[config.mk]
export PLATFORM = sky130hd
export DESIGN_NAME = multi_cycle_sequencer_flat
export DESIGN_NICKNAME = d
export VERILOG_FILES = /design/src/rtl/multi_cycle_sequencer_if.sv /design/src/rtl/multi_cycle_sequencer.sv /design/src/flat_wrapper.sv
export SDC_FILE = /design/constraint.sdc
export NUM_CORES = 1
export LEC_CHECK = 0
export BUFFER_PORTS_ARGS = -buffer_cell sky130_fd_sc_hd__buf_2
export CAP_MARGIN = 20
export CORE_MARGIN = 5
export CORE_UTILIZATION = 51
export CTS_CLUSTER_SIZE = 25
export DETAILED_ROUTE_END_ITERATION = 7
export PLACE_DENSITY = 0.92
export SYNTH_ARGS = -nofsm -noshare
export SYNTH_HDL_FRONTEND = slang
export SYNTH_SLANG_ARGS = --single-unit
[constraint.sdc]
create_clock -name clk -period 2.5 [get_ports clk]
set_input_delay 0.25 -clock clk [delete_from_list [all_inputs] [get_ports clk]]
set_output_delay 0.25 -clock clk [all_outputs]
set_load 0.05 [all_outputs]
[src/rtl/multi_cycle_sequencer_if.sv]
// Memory-side handshake bundle for multi_cycle_sequencer.
// Covers the instruction-fetch and data-access request/ack pairs.
`default_nettype none

interface multi_cycle_sequencer_if #(
   parameter int ADDR_W = 32,
   parameter int DATA_W = 32
);
   logic              imem_req;
   logic [ADDR_W-1:0] imem_addr;
   logic              imem_ack;
   logic [DATA_W-1:0] imem_rdata;
   logic              dmem_req;
   logic              dmem_we;
   logic              dmem_ack;

   modport master (
      output imem_req, imem_addr, dmem_req, dmem_we,
      input  imem_ack, imem_rdata, dmem_ack
   );

   modport slave (
      input  imem_req, imem_addr, dmem_req, dmem_we,
      output imem_ack, imem_rdata, dmem_ack
   );
endinterface

`default_nettype wire

[src/rtl/multi_cycle_sequencer.sv]
// PC / phase sequencer for the multi-cycle core: owns pc, instr and the
// FETCH/DECODE/EXECUTE/MEMORY/WRITEBACK FSM with req/ack memory handshakes.
`default_nettype none

module multi_cycle_sequencer #(
   parameter int                ADDR_W   = 32,
   parameter int                DATA_W   = 32,
   parameter logic [ADDR_W-1:0] RESET_PC = '0,
   parameter logic [ADDR_W-1:0] PC_STEP  = ADDR_W'(1),
   parameter int                CNT_W    = 32,
   parameter int                TIMEOUT  = 0
) (
   input  logic                        clk,
   input  logic                        reset,
   multi_cycle_sequencer_if.master     mem,
   output logic [DATA_W-1:0]           instr,
   input  logic                        dec_load,
   input  logic                        dec_store,
   input  logic                        dec_reg_write,
   input  logic                        dec_halt,
   input  logic                        br_taken,
   input  logic [ADDR_W-1:0]           br_target,
   output logic                        alu_en,
   output logic                        rf_we,
   output logic [ADDR_W-1:0]           pc,
   output logic [ADDR_W-1:0]           pc_link,
   output logic                        retire,
   output logic [CNT_W-1:0]            retired,
   output logic                        halted,
   output logic                        bus_err
);

   typedef enum logic [2:0] {
      ST_FETCH     = 3'd0,
      ST_DECODE    = 3'd1,
      ST_EXECUTE   = 3'd2,
      ST_MEMORY    = 3'd3,
      ST_WRITEBACK = 3'd4,
      ST_HALT      = 3'd5
   } state_t;

   localparam int                WAIT_W    = (TIMEOUT > 1) ? $clog2(TIMEOUT) : 1;
   localparam logic [WAIT_W-1:0] WAIT_LAST = WAIT_W'((TIMEOUT > 0) ? TIMEOUT - 1 : 0);

   state_t              state;
   state_t              state_next;
   logic [ADDR_W-1:0]   next_pc_q;
   logic [ADDR_W-1:0]   exec_pc;
   logic [ADDR_W-1:0]   retire_pc;
   logic [WAIT_W-1:0]   wait_cnt;
   logic                wait_expired;
   logic                timeout_hit;

   assign exec_pc      = br_taken ? br_target : pc + PC_STEP;
   // A direct EXECUTE->FETCH retire has not latched next_pc yet, so bypass it.
   assign retire_pc    = (state == ST_EXECUTE) ? exec_pc : next_pc_q;
   assign wait_expired = (TIMEOUT > 0) && (wait_cnt == WAIT_LAST);

   always_ff @(posedge clk or negedge reset) begin
      if (!reset) begin
         state <= ST_FETCH;
      end else begin
         state <= state_next;
      end
   end

   always_comb begin
      state_next  = state;
      timeout_hit = 1'b0;
      case (state)
         ST_FETCH: begin
            if (mem.imem_ack) begin
               state_next = ST_DECODE;
            end else if (wait_expired) begin
               state_next  = ST_HALT;
               timeout_hit = 1'b1;
            end
         end
         ST_DECODE: begin
            state_next = dec_halt ? ST_HALT : ST_EXECUTE;
         end
         ST_EXECUTE: begin
            if (dec_load || dec_store) begin
               state_next = ST_MEMORY;
            end else if (dec_reg_write) begin
               state_next = ST_WRITEBACK;
            end else begin
               state_next = ST_FETCH;
            end
         end
         ST_MEMORY: begin
            if (mem.dmem_ack) begin
               state_next = dec_load ? ST_WRITEBACK : ST_FETCH;
            end else if (wait_expired) begin
               state_next  = ST_HALT;
               timeout_hit = 1'b1;
            end
         end
         ST_WRITEBACK: state_next = ST_FETCH;
         ST_HALT:      state_next = ST_HALT;
         default:      state_next = ST_FETCH;
      endcase
   end

   assign retire = (state_next == ST_FETCH) &&
                   ((state == ST_EXECUTE) || (state == ST_MEMORY) || (state == ST_WRITEBACK));

   always_ff @(posedge clk or negedge reset) begin
      if (!reset) begin
         pc        <= RESET_PC;
         next_pc_q <= RESET_PC;
         instr     <= '0;
         retired   <= '0;
         bus_err   <= 1'b0;
         wait_cnt  <= '0;
      end else begin
         if ((state == ST_FETCH) && mem.imem_ack) begin
            instr <= mem.imem_rdata;
         end
         if (state == ST_EXECUTE) begin
            next_pc_q <= exec_pc;
         end
         if (retire) begin
            pc      <= retire_pc;
            retired <= retired + CNT_W'(1);
         end
         if (timeout_hit) begin
            bus_err <= 1'b1;
         end
         if (state_next != state) begin
            wait_cnt <= '0;
         end else if ((state == ST_FETCH) || (state == ST_MEMORY)) begin
            wait_cnt <= wait_cnt + WAIT_W'(1);
         end
      end
   end

   // Requests and strobes are also masked by reset so they drop the instant it asserts.
   assign mem.imem_req  = reset && (state == ST_FETCH);
   assign mem.imem_addr = pc;
   assign mem.dmem_req  = reset && (state == ST_MEMORY);
   assign mem.dmem_we   = reset && (state == ST_MEMORY) && dec_store;
   assign alu_en        = reset && (state == ST_EXECUTE);
   assign rf_we         = reset && (state == ST_WRITEBACK);
   assign pc_link       = pc + PC_STEP;
   assign halted        = (state == ST_HALT);

endmodule

`default_nettype wire

[src/flat_wrapper.sv]
// flat-port wrapper written by rule: the top's interface ports become plain ports
module multi_cycle_sequencer_flat 
#(
   parameter int                ADDR_W   = 32,
   parameter int                DATA_W   = 32,
   parameter logic [ADDR_W-1:0] RESET_PC = '0,
   parameter logic [ADDR_W-1:0] PC_STEP  = ADDR_W'(1),
   parameter int                CNT_W    = 32,
   parameter int                TIMEOUT  = 0
)
  (clk, reset, instr, dec_load, dec_store, dec_reg_write, dec_halt, br_taken, br_target, alu_en, rf_we, pc, pc_link, retire, retired, halted, bus_err, mem_imem_req, mem_imem_addr, mem_dmem_req, mem_dmem_we, mem_imem_ack, mem_imem_rdata, mem_dmem_ack);
  multi_cycle_sequencer_if #(.ADDR_W(ADDR_W), .DATA_W(DATA_W)) mem_i ();
  input  logic clk;
  input  logic reset;
  output logic [DATA_W-1:0] instr;
  input  logic dec_load;
  input  logic dec_store;
  input  logic dec_reg_write;
  input  logic dec_halt;
  input  logic br_taken;
  input  logic [ADDR_W-1:0] br_target;
  output logic alu_en;
  output logic rf_we;
  output logic [ADDR_W-1:0] pc;
  output logic [ADDR_W-1:0] pc_link;
  output logic retire;
  output logic [CNT_W-1:0] retired;
  output logic halted;
  output logic bus_err;
  output wire logic [$bits(mem_i.imem_req)-1:0] mem_imem_req;
  output wire logic [$bits(mem_i.imem_addr)-1:0] mem_imem_addr;
  output wire logic [$bits(mem_i.dmem_req)-1:0] mem_dmem_req;
  output wire logic [$bits(mem_i.dmem_we)-1:0] mem_dmem_we;
  input wire logic [$bits(mem_i.imem_ack)-1:0] mem_imem_ack;
  input wire logic [$bits(mem_i.imem_rdata)-1:0] mem_imem_rdata;
  input wire logic [$bits(mem_i.dmem_ack)-1:0] mem_dmem_ack;
  assign mem_imem_req = mem_i.imem_req;
  assign mem_imem_addr = mem_i.imem_addr;
  assign mem_dmem_req = mem_i.dmem_req;
  assign mem_dmem_we = mem_i.dmem_we;
  assign mem_i.imem_ack = mem_imem_ack;
  assign mem_i.imem_rdata = mem_imem_rdata;
  assign mem_i.dmem_ack = mem_dmem_ack;
  multi_cycle_sequencer #(.ADDR_W(ADDR_W), .DATA_W(DATA_W), .RESET_PC(RESET_PC), .PC_STEP(PC_STEP), .CNT_W(CNT_W), .TIMEOUT(TIMEOUT)) u_core (.clk(clk), .reset(reset), .mem(mem_i), .instr(instr), .dec_load(dec_load), .dec_store(dec_store), .dec_reg_write(dec_reg_write), .dec_halt(dec_halt), .br_taken(br_taken), .br_target(br_target), .alu_en(alu_en), .rf_we(rf_we), .pc(pc), .pc_link(pc_link), .retire(retire), .retired(retired), .halted(halted), .bus_err(bus_err));
endmodule
After elaboration in Yosys (flattened, before gate mapping)
Index checks and enable logic that the tools add are counted.
W data, S select, Z words.
{ "word_totals": {"memories": 0, "latchBits": 0, "mem_bits_ro": 0, "out_inout_bits": 168, "ram_bits": 0, "wordCells": 33, "input_bits": 73, "register_bits": 131} }
{ "op_classes": {"n_eq_ne": 5, "mul": 0, "reduce_logical": 12, "shifts": 0, "div": 0, "add_sub_neg": 2, "magnitude_cmp": 0, "bitwise_logic": 0, "muxes": 9} }
{ "ops": {"columns": ["cell", "n"], "rows": [
  ["$add A32 B1 Y32 const B", 2],
  ["$mux W32", 2],
  ["$mux W3", 6],
  ["$pmux W3 S5", 1],
  ["$logic_and A1 B1 Y1", 7],
  ["$eq A3 B2 Y1 const B", 2],
  ["$eq A3 B3 Y1 const B", 2],
  ["$logic_not A3 Y1", 2],
  ["$eq A3 B1 Y1 const B", 1],
  ["$logic_or A1 B1 Y1", 3]
]} }

Depth between registers and ports, before layout
Gate-level depths: netlist (run 1).
{ "depth": {"word_depth": 5, "ltp_mapped": 9, "ltp_nobuf": 6} }

Least setup slack after synthesis (run 1)
Ideal clock, no wire load.
{ "synth_path": {"path_type": "reg-to-reg", "from": "register u_core.pc[0] (netlist: u_core.mem.imem_addr[0])", "to": "register u_core.next_pc_q[22]", "n_path_buf": 0, "required_ns": 2.432, "synth_period_minus_slack_ns": 2.952, "arrival_time_ns": 2.884, "setup_ns": 0.068, "path_stages_with_launch": 7, "path_slack_ns": -0.452, "cell_sequence": "dfrtp_1 ha_1 nand3_1 nor2_2 nand4_1 xnor2_1 o21a_1"} }
{ "synth_between": {"elab_chain_len": 3} }
{ "synth_lines": {"columns": ["item", "line_no", "source"], "rows": [
  ["start: declaration", "multi_cycle_sequencer.sv:25", "output logic [ADDR_W-1:0] pc,"],
  ["start signal: assignment", "multi_cycle_sequencer.sv:124", "pc <= retire_pc;"],
  ["$add A32 B1 Y32", null, null],
  ["via pc_link[22]", "flat_wrapper.sv:25", "output logic [ADDR_W-1:0] pc_link;"],
  ["$mux W32", "multi_cycle_sequencer.sv:54", "assign exec_pc = br_taken ? br_target : pc + PC_STEP;"],
  ["$mux W32", null, null],
  ["via u_core.retire_pc[22]", "multi_cycle_sequencer.sv:49", "logic [ADDR_W-1:0] retire_pc;"],
  ["end signal: assignment", "multi_cycle_sequencer.sv:121", "next_pc_q <= exec_pc;"],
  ["end: declaration", "multi_cycle_sequencer.sv:47", "logic [ADDR_W-1:0] next_pc_q;"]
]} }
The timed path passes the listed nets, and every way through them passes these cells.
A chain may end at the register's enable or synchronous reset.

Worst setup path after layout (run 1)
{ "layout_path": {"from": "register u_core.pc[0] (netlist: u_core.mem.imem_addr[0])", "to": "output port pc_link[10]"} }
{ "layout_between": {"elab_chain_len": 1} }
{ "layout_lines": {"columns": ["item", "line_no", "source"], "rows": [
  ["$add A32 B1 Y32", "multi_cycle_sequencer.sv:145", "assign pc_link = pc + PC_STEP;"],
  ["end: declaration", "flat_wrapper.sv:25", null]
]} }
No other way between the ends.

==> impl_metrics.csv, run 1 <==
group,metric,value,unit
routing,via_count,6404,
cts,h-tree-depth,4,
setup_path,crit_slowest_cell,"dfrtp_2",
yosys,syn_avg_cell_area,10.32,um^2
run,maxCapViolCount,0,
floorplan,initial_core_util,52.44,%
timing,fin_ws,50.33,ps
setup_path,critPathMaxFanout,7,
routing,ant_nets,0,
routing,remaining_drc_errors,0,
timing,finalHoldViolCount,0,
timing,finalSetupViolCount,0,
cells_and_area,diodes,0,
grt,track_usage,24.39,%
setup_path,cp_data_arrival_time,2200,ps
setup_path,critical-path-top-delay-family,"simple AND/OR/NAND/NOR gates",
worst_hold_path,hold_path_class,"input port to register",
cts,cts_tree,"built",
yosys,ys_ff_latch,131,
grt,antenna_found_initial,0,
cts,cts-root-buf,"clkbuf_16",
grt,overflow,0,
routing,wl_per_cell,18.63,um
setup_path,rr_startpoint,"u_core.state[0]",
cts,cts.sinks,131,
timing,fin_worst_hold_slack,63.61,ps
setup_path,rr_worst_depth,7,
worst_hold_path,holdPathStages,2,
yosys,synth_top_area_share,46.84,%
floorplan,ioPinCount,241,
yosys,synth_flop_cell,"dfrtp_1",
pwr,ir_drop,1.184,mV
setup_path,crit_required,2250,ps
status,outcome,"completed",
cts,clockBufferDepth,2,
worst_hold_path,hp-start,"mem_imem_rdata[28]",
floorplan,core,13350,um^2
cts,clk_latency,420,ps
pwr,p_per_area,1599,nW/um^2
floorplan,die_x,127.2,um
pwr,p_leak,4.568,nW
worst_hold_path,hold-path-endpoint,"u_core.instr[28]",
timing,fmax,408.2,MHz
yosys,netlist_area,6999,um^2
yosys,synth-seq-area-share,46.84,%
floorplan,die_h,127.2,um
grt,grt_max_degree,66,
setup_path,cp_cell_sequence,"ha_1, nand3_2, buf_4, o31a_1, or2_2, buf_2",
yosys,synth_top_family_by_area,"simple AND/OR/NAND/NOR gates",
place,portBuffers,239,
cts,clkTransAtPathRegs,60,ps
yosys,synthXorXnorAreaFrac,7.008,%
cells_and_area,drive_gt1_share,47.99,%
setup_path,end_kind,"output pin",
routing,first_iter_violations,472,
setup_path,critical_path.startpoint_type,"register",
yosys,ys_warn_count,0,
yosys,syn_nets,753,
place,hpwl,14.33,mm
routing,drtPass1Iterations,6,
cts,cts-buffers-inserted,17,
setup_path,critPathBufInv,2,
setup_path,crit_path_max_incr_delay,410,ps
setup_path,path_class,"register to output pin",
floorplan,die_area,16170,um^2
yosys,yosys-top-cells-area,"dfrtp_1 47%, mux2_2 8.4%, xor2_1 4.4%",
timing,finalMaxSlewViolations,0,
yosys,yosysTopAreaCell,"dfrtp_1",
yosys,synth_cells,678,
timing,skew,9.054,ps
setup_path,r2r-end,"u_core.mem.imem_addr[21]",
timing,grt_setup_unrepaired,"true",
yosys,synth_mux_area_share,9.081,%
cells_and_area,finalNetCount,1006,
setup_path,r2r_slack,240,ps
place,pre_cts_ws,94.40,ps
cells_and_area,area_growth,33.98,%
yosys,synthAdderAreaFrac,0.3575,%
yosys,ys_async_sr_fraction,100.0,%
routing,drt-total-wl,20.86,mm
grt,grt_pass1_vias,6309,
yosys,yosys.area_share.simple,19.63,%
place,place.gp.congestion,0.8740,
yosys,synth_compound_area_share,9.725,%
timing,fin_crit,2450,ps
timing,fin_crit_sh,97.99,%
timing,relSlewSlack,45.57,%
timing,worstMarginPinSlew,816.4,ps
routing,vias_per_cell,5.718,
grt,grt_pass1_wl,31.73,mm
floorplan,std_cell_rows,42,
yosys,synth_edf_count,0,
yosys,ys_types,61,
==> worst max-delay path by stage <==
stage                        startpoint                      end  slack [ps]  cells after the start
6_report        u_core.mem.imem_addr[0]              pc_link[10]          50                      6
5_1_grt        u_core.mem.imem_addr[18]              pc_link[29]         -50                      7
4_1_cts         u_core.mem.imem_addr[0]              pc_link[18]          -5                      7
3_5_place_dp    u_core.mem.imem_addr[0]              pc_link[22]          90                      6
3_3_place_gp    u_core.mem.imem_addr[0]              pc_link[22]         190                      6
2_1_floorplan   u_core.mem.imem_addr[2]  u_core.mem.imem_addr[8]         -30                      5
==> power by group <==
group          internal, mW  switching (mW)
Combinational          2.48            6.19
Sequential             2.97           0.749
Clock                  1.71           0.899
==> state kept, by name, indices dropped and copies added (netlist names) <==
register	cells
u_core.instr	32
u_core.mem.imem_addr	32
u_core.next_pc_q	32
u_core.retired	32
u_core.state	3
==> per-stage QoR <==
step           TNS (ps)  power, mW  instance area (um^2)  util [%]  instances
2_1_floorplan    -33.32      10.28                  7108         -        678
3_3_place_gp          0      11.78                  8364     62.66       1057
3_5_place_dp          0      11.99                  8364     62.66       1057
4_1_cts          -6.938      14.74                  9124     68.35       1099
5_1_grt          -168.3      15.66                  9378     70.26       1120
6_report              0      15.00                  9378     70.26       1120
==> cell families after synthesis <==
kind of cell               after synthesis
muxes                                   57
DFF                                    131
other                                    1
and+or+nand+nor                        231
buffers and inverters                   92
xor gates and xnor gates                56
adders and majority gates                2
AOI/OAI and AO/OA                      108
==> cells in the final DEF (no fill, tap or decap), types with 6 or more instances in the layout <==
master,instances
dfrtp_2,17
a2bb2oi_1,8
dfrtp_1,114
clkinv_2,6
xnor2_1,15
mux2_2,52
xor2_2,11
and3_1,12
clkbuf_16,17
xor2_1,24
buf_2,223
nand2b_1,6
nor4_2,13
nand4_1,23
o21ai_0,27
a21oi_1,35
a31oi_1,8
nor2_1,18
or3_1,13
nand2_1,57
buf_4,64
o21bai_1,7
nand3_1,31
buf_6,6
nor4_1,9
inv_1,24
nor3_1,11
==> cells in the mapped netlist (all sizes together), types with 6 or more instances <==
cell	number
dfrtp	131
nand2	57
buf	53
mux2	52
a21oi	35
xor2	35
nand3	34
o21ai	28
nand4	26
inv	25
nor4	23
nor2	21
xnor2	21
clkbuf	14
nor3	14
and3	13
or3	13
a2bb2oi	8
a31oi	8
o21bai	7
nand2b	6
==> layout make-up <==
type                       instances  area [um^2]
timing repair buffer             300         1732
inverter                          25        96.34
clock inverter                    11        157.7
multi-input combinational        456         3412
sequential                       131         3299
clock buffer                      21        460.4
tap                              176        220.2
fill                             945         3970
==> what timing repair did <==
item | in CTS | in global routing
resized for setup | 18 | 33
hold buffers | 1 | 0
setup buffers | 9 | 19
endpoints found under the hold margin | 24 | 0
pin swaps | 6 | 9
setup endpoints to repair | 14 | 20
cloned | 0 | 2
==> per-layer routing <==
metal | up-vias | global-route usage, % | wire length [um]
met2 | 337 | 41.44 | 10480
met3 | 61 | 6.469 | 1786
li1 | 2898 | - | -
met5 | - | 0 | 0
met1 | 3108 | 29.80 | 7986
met4 | 0 | 9.338 | 604
(Power assumes the default switching activity.)
==> inputs of run 2 (changes only) <==
Settings changed: CORE_MARGIN 5 to not set.
==> impl_metrics.csv, run 2 (synthesis gave the netlist of run 1 again) <==
group,metric,value,unit
status,outcome,"finished with violations",
status,failed_checks,"design-rule violations",
pwr,power_switching,7.860,mW
grt,met1_usage,34.37,%
routing,wl_per_cell,18.04,um
pwr,p_per_area,1634,nW/um^2
setup_path,cp_cell_sequence,"and4_1, and3_2, nand4_1, xor2_1, inv_1, buf_4",
setup_path,crit_path_max_incr_delay,460,ps
setup_path,path_depth,6,
floorplan,initial_core_util,52.64,%
timing,grt_setup_unrepaired,"true",
setup_path,critical_path.startpoint_type,"register",
cts,cts_tree,"built",
setup_path,rr_startpoint,"u_core.state[0]",
timing,fmax,409.9,MHz
cells_and_area,drive_gt1_share,47.65,%
grt,track_usage,27.76,%
grt,grt_use_met3,7.519,%
pwr,pwr-share-comb,56.3,%
place,place_area,8377,um^2
worst_hold_path,hold_path_class,"input port to register",
pwr,ir_drop,1.093,mV
place,place.gp.congestion,0.8331,
routing,remaining_drc_errors,2,
setup_path,path_class,"register to output pin",
timing,finalSetupViolCount,0,
pwr,intPower,7.526,mW
cells_and_area,diodes,0,
cts,cts-root-buf,"clkbuf_16",
cts,clockBufferDepth,2,
setup_path,worstSetupEndpoint,"pc_link[31]",
setup_path,end_kind,"output pin",
timing,finalMaxSlewViolations,0,
place,hpwl,13.09,mm
pwr,p_leak,4.569,nW
cts,h-tree-depth,4,
floorplan,std_cell_rows,42,
timing,relSlewSlack,56.27,%
setup_path,worstSetupStartpoint,"u_core.mem.imem_addr[22]",
setup_path,crit_required,2250,ps
cells_and_area,final_cell_mix,"224 x buf_2, 114 x dfrtp_1, 57 x nand2_1",
setup_path,crit_slowest_cell,"dfrtp_2",
routing,via_count,6361,
place,portBuffers,239,
floorplan,die_area,14200,um^2
cells_and_area,area_growth,34.52,%
grt,grt_max_degree,55,
timing,fin_ws,60.44,ps
timing,worstMarginPinSlew,656.0,ps
cts,clkTransAtPathRegs,60,ps
setup_path,rr_worst_depth,7,
setup_path,critPathMaxFanout,9,
routing,first_iter_violations,557,
cells_and_area,final_cell_area,9415,um^2
setup_path,r2r-end,"u_core.mem.imem_addr[19]",
pwr,power,15.39,mW
grt,top_usage_layer,"met2",
routing,ant_nets,0,
setup_path,cp_data_arrival_time,2190,ps
pwr,pwr-share-seq,24.0,%
grt,grt_pass1_vias,6165,
floorplan,die_h,119.2,um
setup_path,r2r_slack,260,ps
routing,drt-total-wl,20.07,mm
place,pre_cts_ws,117.3,ps
routing,vias_per_cell,5.720,
setup_path,critPathBufInv,2,
cts,cts.sinks,131,
floorplan,die_x,119.2,um
timing,skew,6.855,ps
timing,finalHoldViolCount,0,
cells_and_area,finalNetCount,998,
cts,cts-buffers-inserted,17,
routing,drtPass1Iterations,7,
cells_and_area,final_common_cell,"buf_2",
grt,antenna_found_initial,1,
floorplan,ioPinCount,241,
grt,overflow,0,
timing,fin_crit_sh,97.58,%
floorplan,core,13300,um^2
cts,clk_latency,420,ps
setup_path,critical-path-top-delay-family,"simple AND/OR/NAND/NOR gates",
pwr,p_sw_share,51.08,%
timing,fin_crit,2440,ps
timing,tns,0,ps
grt,grt_pass1_wl,30.62,mm
pwr,p_clk_share,19.7,%
run,maxCapViolCount,0,
grt,use_met2,45.75,%
run 2: cell count changes in the layout (fill, tap and decap cells not counted), sizes merged:
cell / change
clkbuf: -3
clkinvlp: +2
bufinv: +4
clkinv: -3
buf: -7
nor2: -1
run 2: cell type report:
class,instances,area [um^2]
fill,947,3880
multi-input combinational,455,3392
sequential,131,3299
timing repair buffer,293,1689
clock buffer,18,439.2
clock inverter,14,281.5
tap,176,220.2
inverter,25,93.84
run 2: layer usage:
metal / vias up / wire, um
li1: 2874 / -
met1: 3087 / 7943
met2: 352 / 10050
met3: 46 / 1546
met4: 2 / 512
met5: - / 13
run 2: how the worst min path moves through the flow:
stage	cells after the start	slack, ps	to	startpoint
floorplan	0	-50	u_core.instr[0]	reset
global placement	1	160	u_core.retired[27]	reset
detailed placement	1	160	u_core.retired[27]	reset
CTS	2	40	u_core.instr[14]	mem_imem_rdata[14]
global route	2	40	u_core.instr[12]	mem_imem_rdata[12]
finish	2	60	u_core.instr[14]	mem_imem_rdata[14]
run 2: timing repair:
item,in CTS,in global routing
buffers inserted,8,13
pin swaps,3,11
hold buffers,1,0
cloned,0,1
resized for setup,17,31
hold endpoints to repair,31,0
endpoints found under the setup margin,13,23
run 2: power by group through the flow:
stage	logic, mW	clock network (mW)	registers (mW)
final	8.66	3.02	3.70
after global routing	9.07	3.15	3.80
after CTS	8.40	3.05	3.68
after detailed placement	8.23	0	3.73
after global placement	8.10	0	3.66
after floorplan	4.75	0	5.53
run 2: per-stage QoR:
| stage | hold slack, ps | utilization, % | instances |
|---|---|---|---|
| 5_1_grt | 42.92 | 70.82 | 1112 |
| 3_3_place_gp | 159.1 | 63.01 | 1057 |
| 4_1_cts | 44.82 | 69.31 | 1098 |
| 2_1_floorplan | -45.59 | - | 678 |
| 3_5_place_dp | 159.5 | 63.01 | 1057 |
| 6_report | 62.19 | 70.82 | 1112 |
==> inputs of run 3 (changes only) <==
--- a/config.mk
+++ b/config.mk
@@ -8,8 +8,8 @@
 export BUFFER_PORTS_ARGS = -buffer_cell sky130_fd_sc_hd__buf_2
 export CAP_MARGIN = 20
-export CORE_UTILIZATION = 51
+export CORE_UTILIZATION = 35
 export CTS_CLUSTER_SIZE = 25
 export DETAILED_ROUTE_END_ITERATION = 7
-export PLACE_DENSITY = 0.92
+export PLACE_DENSITY_LB_ADDON = 0.08
 export SYNTH_ARGS = -nofsm -noshare
 export SYNTH_HDL_FRONTEND = slang
==> constraint.sdc (replaced) <==
create_clock -name clk -period 2.5 [get_ports clk]
set_input_delay 0.5 -clock clk [delete_from_list [all_inputs] [get_ports clk]]
set_output_delay 0.5 -clock clk [all_outputs]
set_load 0.05 [all_outputs]
==> impl_metrics.csv, run 3 (synthesis gave the netlist of run 1 again) <==
group,metric,value,unit
status,outcome,"finished with violations",
status,failed_checks,"negative setup slack",
timing,grt_setup_unrepaired,"true",
pwr,ir_drop,0.6450,mV
floorplan,core,19530,um^2
routing,vias_per_cell,5.068,
timing,fin_crit_sh,104.5,%
routing,remaining_drc_errors,0,
worst_hold_path,hold_path_class,"input port to register",
cells_and_area,finalNetCount,1046,
timing,worstMarginPinSlew,789.4,ps
timing,finalHoldViolCount,0,
cells_and_area,drive_gt1_share,54.27,%
routing,first_iter_violations,213,
cts,h-tree-depth,4,
grt,overflow,0,
floorplan,die_area,20570,um^2
setup_path,crit_path_max_incr_delay,380,ps
cts,cts-root-buf,"clkbuf_16",
timing,relSlewSlack,47.38,%
cells_and_area,regArea,3311,um^2
routing,drt-total-wl,21.42,mm
setup_path,cp_cell_sequence,"nand4_4, nor4_4, buf_4, nand4_1, xnor2_4, buf_6",
pwr,p_per_area,1515,nW/um^2
place,pre_cts_ws,61.99,ps
setup_path,end_kind,"output pin",
cells_and_area,multi_input_area,3664,um^2
setup_path,critical-path-top-delay-family,"simple AND/OR/NAND/NOR gates",
setup_path,cp_data_arrival_time,2110,ps
routing,via_count,6330,
grt,track_usage,21.38,%
cts,clk_latency,420,ps
cts,clockBufferDepth,2,
cells_and_area,diodes,0,
timing,fin_ws,-113.2,ps
setup_path,critPathMaxFanout,5,
floorplan,die_x,143.4,um
setup_path,path_class,"register to output pin",
pwr,p_leak,4.809,nW
grt,grt_pass1_wl,33.82,mm
place,place.gp.congestion,0.8298,
cells_and_area,fillers,1826,
place,portBuffers,239,
routing,drtPass1Iterations,4,
floorplan,die_h,143.4,um
setup_path,crit_slowest_cell,"dfrtp_2",
setup_path,critical_path.startpoint_type,"register",
cells_and_area,post-route-util,52.24,%
timing,fmax,382.7,MHz
cts,clkTransAtPathRegs,60,ps
setup_path,crit_required,2000,ps
timing,skew,10.37,ps
cells_and_area,final_common_cell,"buf_2",
floorplan,ioPinCount,241,
run,maxCapViolCount,0,
floorplan,std_cell_rows,51,
routing,wl_per_cell,17.15,um
timing,tns,-845.5,ps
cells_and_area,area_growth,45.73,%
timing,finalSetupViolCount,12,
setup_path,critPathBufInv,2,
cts,cts-buffers-inserted,17,
cts,cts_tree,"built",
routing,ant_nets,0,
grt,grt_pass1_vias,6415,
cts,cts.sinks,131,
grt,antenna_found_initial,0,
cells_and_area,final_cell_mix,"212 x buf_2, 105 x dfrtp_1, 91 x buf_4",
timing,finalMaxSlewViolations,0,
floorplan,initial_core_util,35.85,%
grt,grt_max_degree,60,
place,hpwl,14.73,mm
timing,fin_crit,2613,ps
timing,fin_worst_hold_slack,312.3,ps
[run 3: cell types whose count changed in the layout (fill, tap and decap cells not counted), moves of 6 or more]
cell	change
buf_4	+36
buf_6	+23
buf_2	-12
dfrtp_1	-9
dfrtp_2	+9
bufinv_16	-7
xor2_1	-7
inv_1	-6
nand3_4	+6
xor2_2	+6
[run 3: metal layers]
layer	vias up	GRT usage (%)	part of all wire, %
met2	201	36.56	50
met3	27	4.332	5.5
met4	0	7.783	1.8
met5	-	0	0
met1	3137	26.61	43
li1	2965	-	-
[run 3: through the flow]
stage / area [um^2] / total power [mW] / instances
after floorplan: 7157 / 10.33 / 678
after global placement: 8627 / 12.10 / 1158
after detailed placement: 8627 / 12.21 / 1158
after CTS: 9908 / 15.31 / 1239
after global routing: 10200 / 16.27 / 1249
final: 10200 / 15.46 / 1249
[run 3: worst reg2reg max path, cell delays in order (launching register included)]
cell and delay (ps):
dfrtp_2 380, nand4_4 120, nor4_4 370, buf_6 200, nand4_1 160, buf_4 180
buf_4 120, buf_4 120, buf_4 130, buf_4 120, buf_4 130, o21bai_1 170
a2bb2oi_2 70
[run 3: area by class of cell]
cell class              count  area share, %
multi-input cells         455          35.92
flip-flops and latches    131          32.46
clock inverters            13          1.214
well taps                 265          3.251
clock buffers              19          4.441
inverters                  25         0.9446
repair buffers            341          21.77
[run 3: timing repair]
item	in CTS	in global routing
cloned	1	0
hold buffers	1	0
endpoints found under the setup margin	25	29
hold endpoints to repair	12	0
gates resized for setup	77	50
pin swaps	20	27
setup buffers	47	14
[run 3: final timing paths]
check                                           end                      from  slack (ps)  cells after the start
min in group asynchronous   u_core.mem.imem_addr[1]                     reset         480                      2
min                                u_core.instr[23]        mem_imem_rdata[23]         310                      2
max in group asynchronous  u_core.mem.imem_addr[20]                     reset         940                      3
max                                     pc_link[22]  u_core.mem.imem_addr[10]        -110                      6
min reg2reg                      u_core.retired[31]        u_core.retired[31]         470                      1
max reg2reg                u_core.mem.imem_addr[28]  u_core.mem.imem_addr[10]         110                     12
[run 3: where the power goes]
group          leakage (nW)  internal (mW)  switching, mW
Clock                 0.277           1.43           1.00
Combinational          2.93           2.92           6.43
Sequential             1.60           2.98          0.692
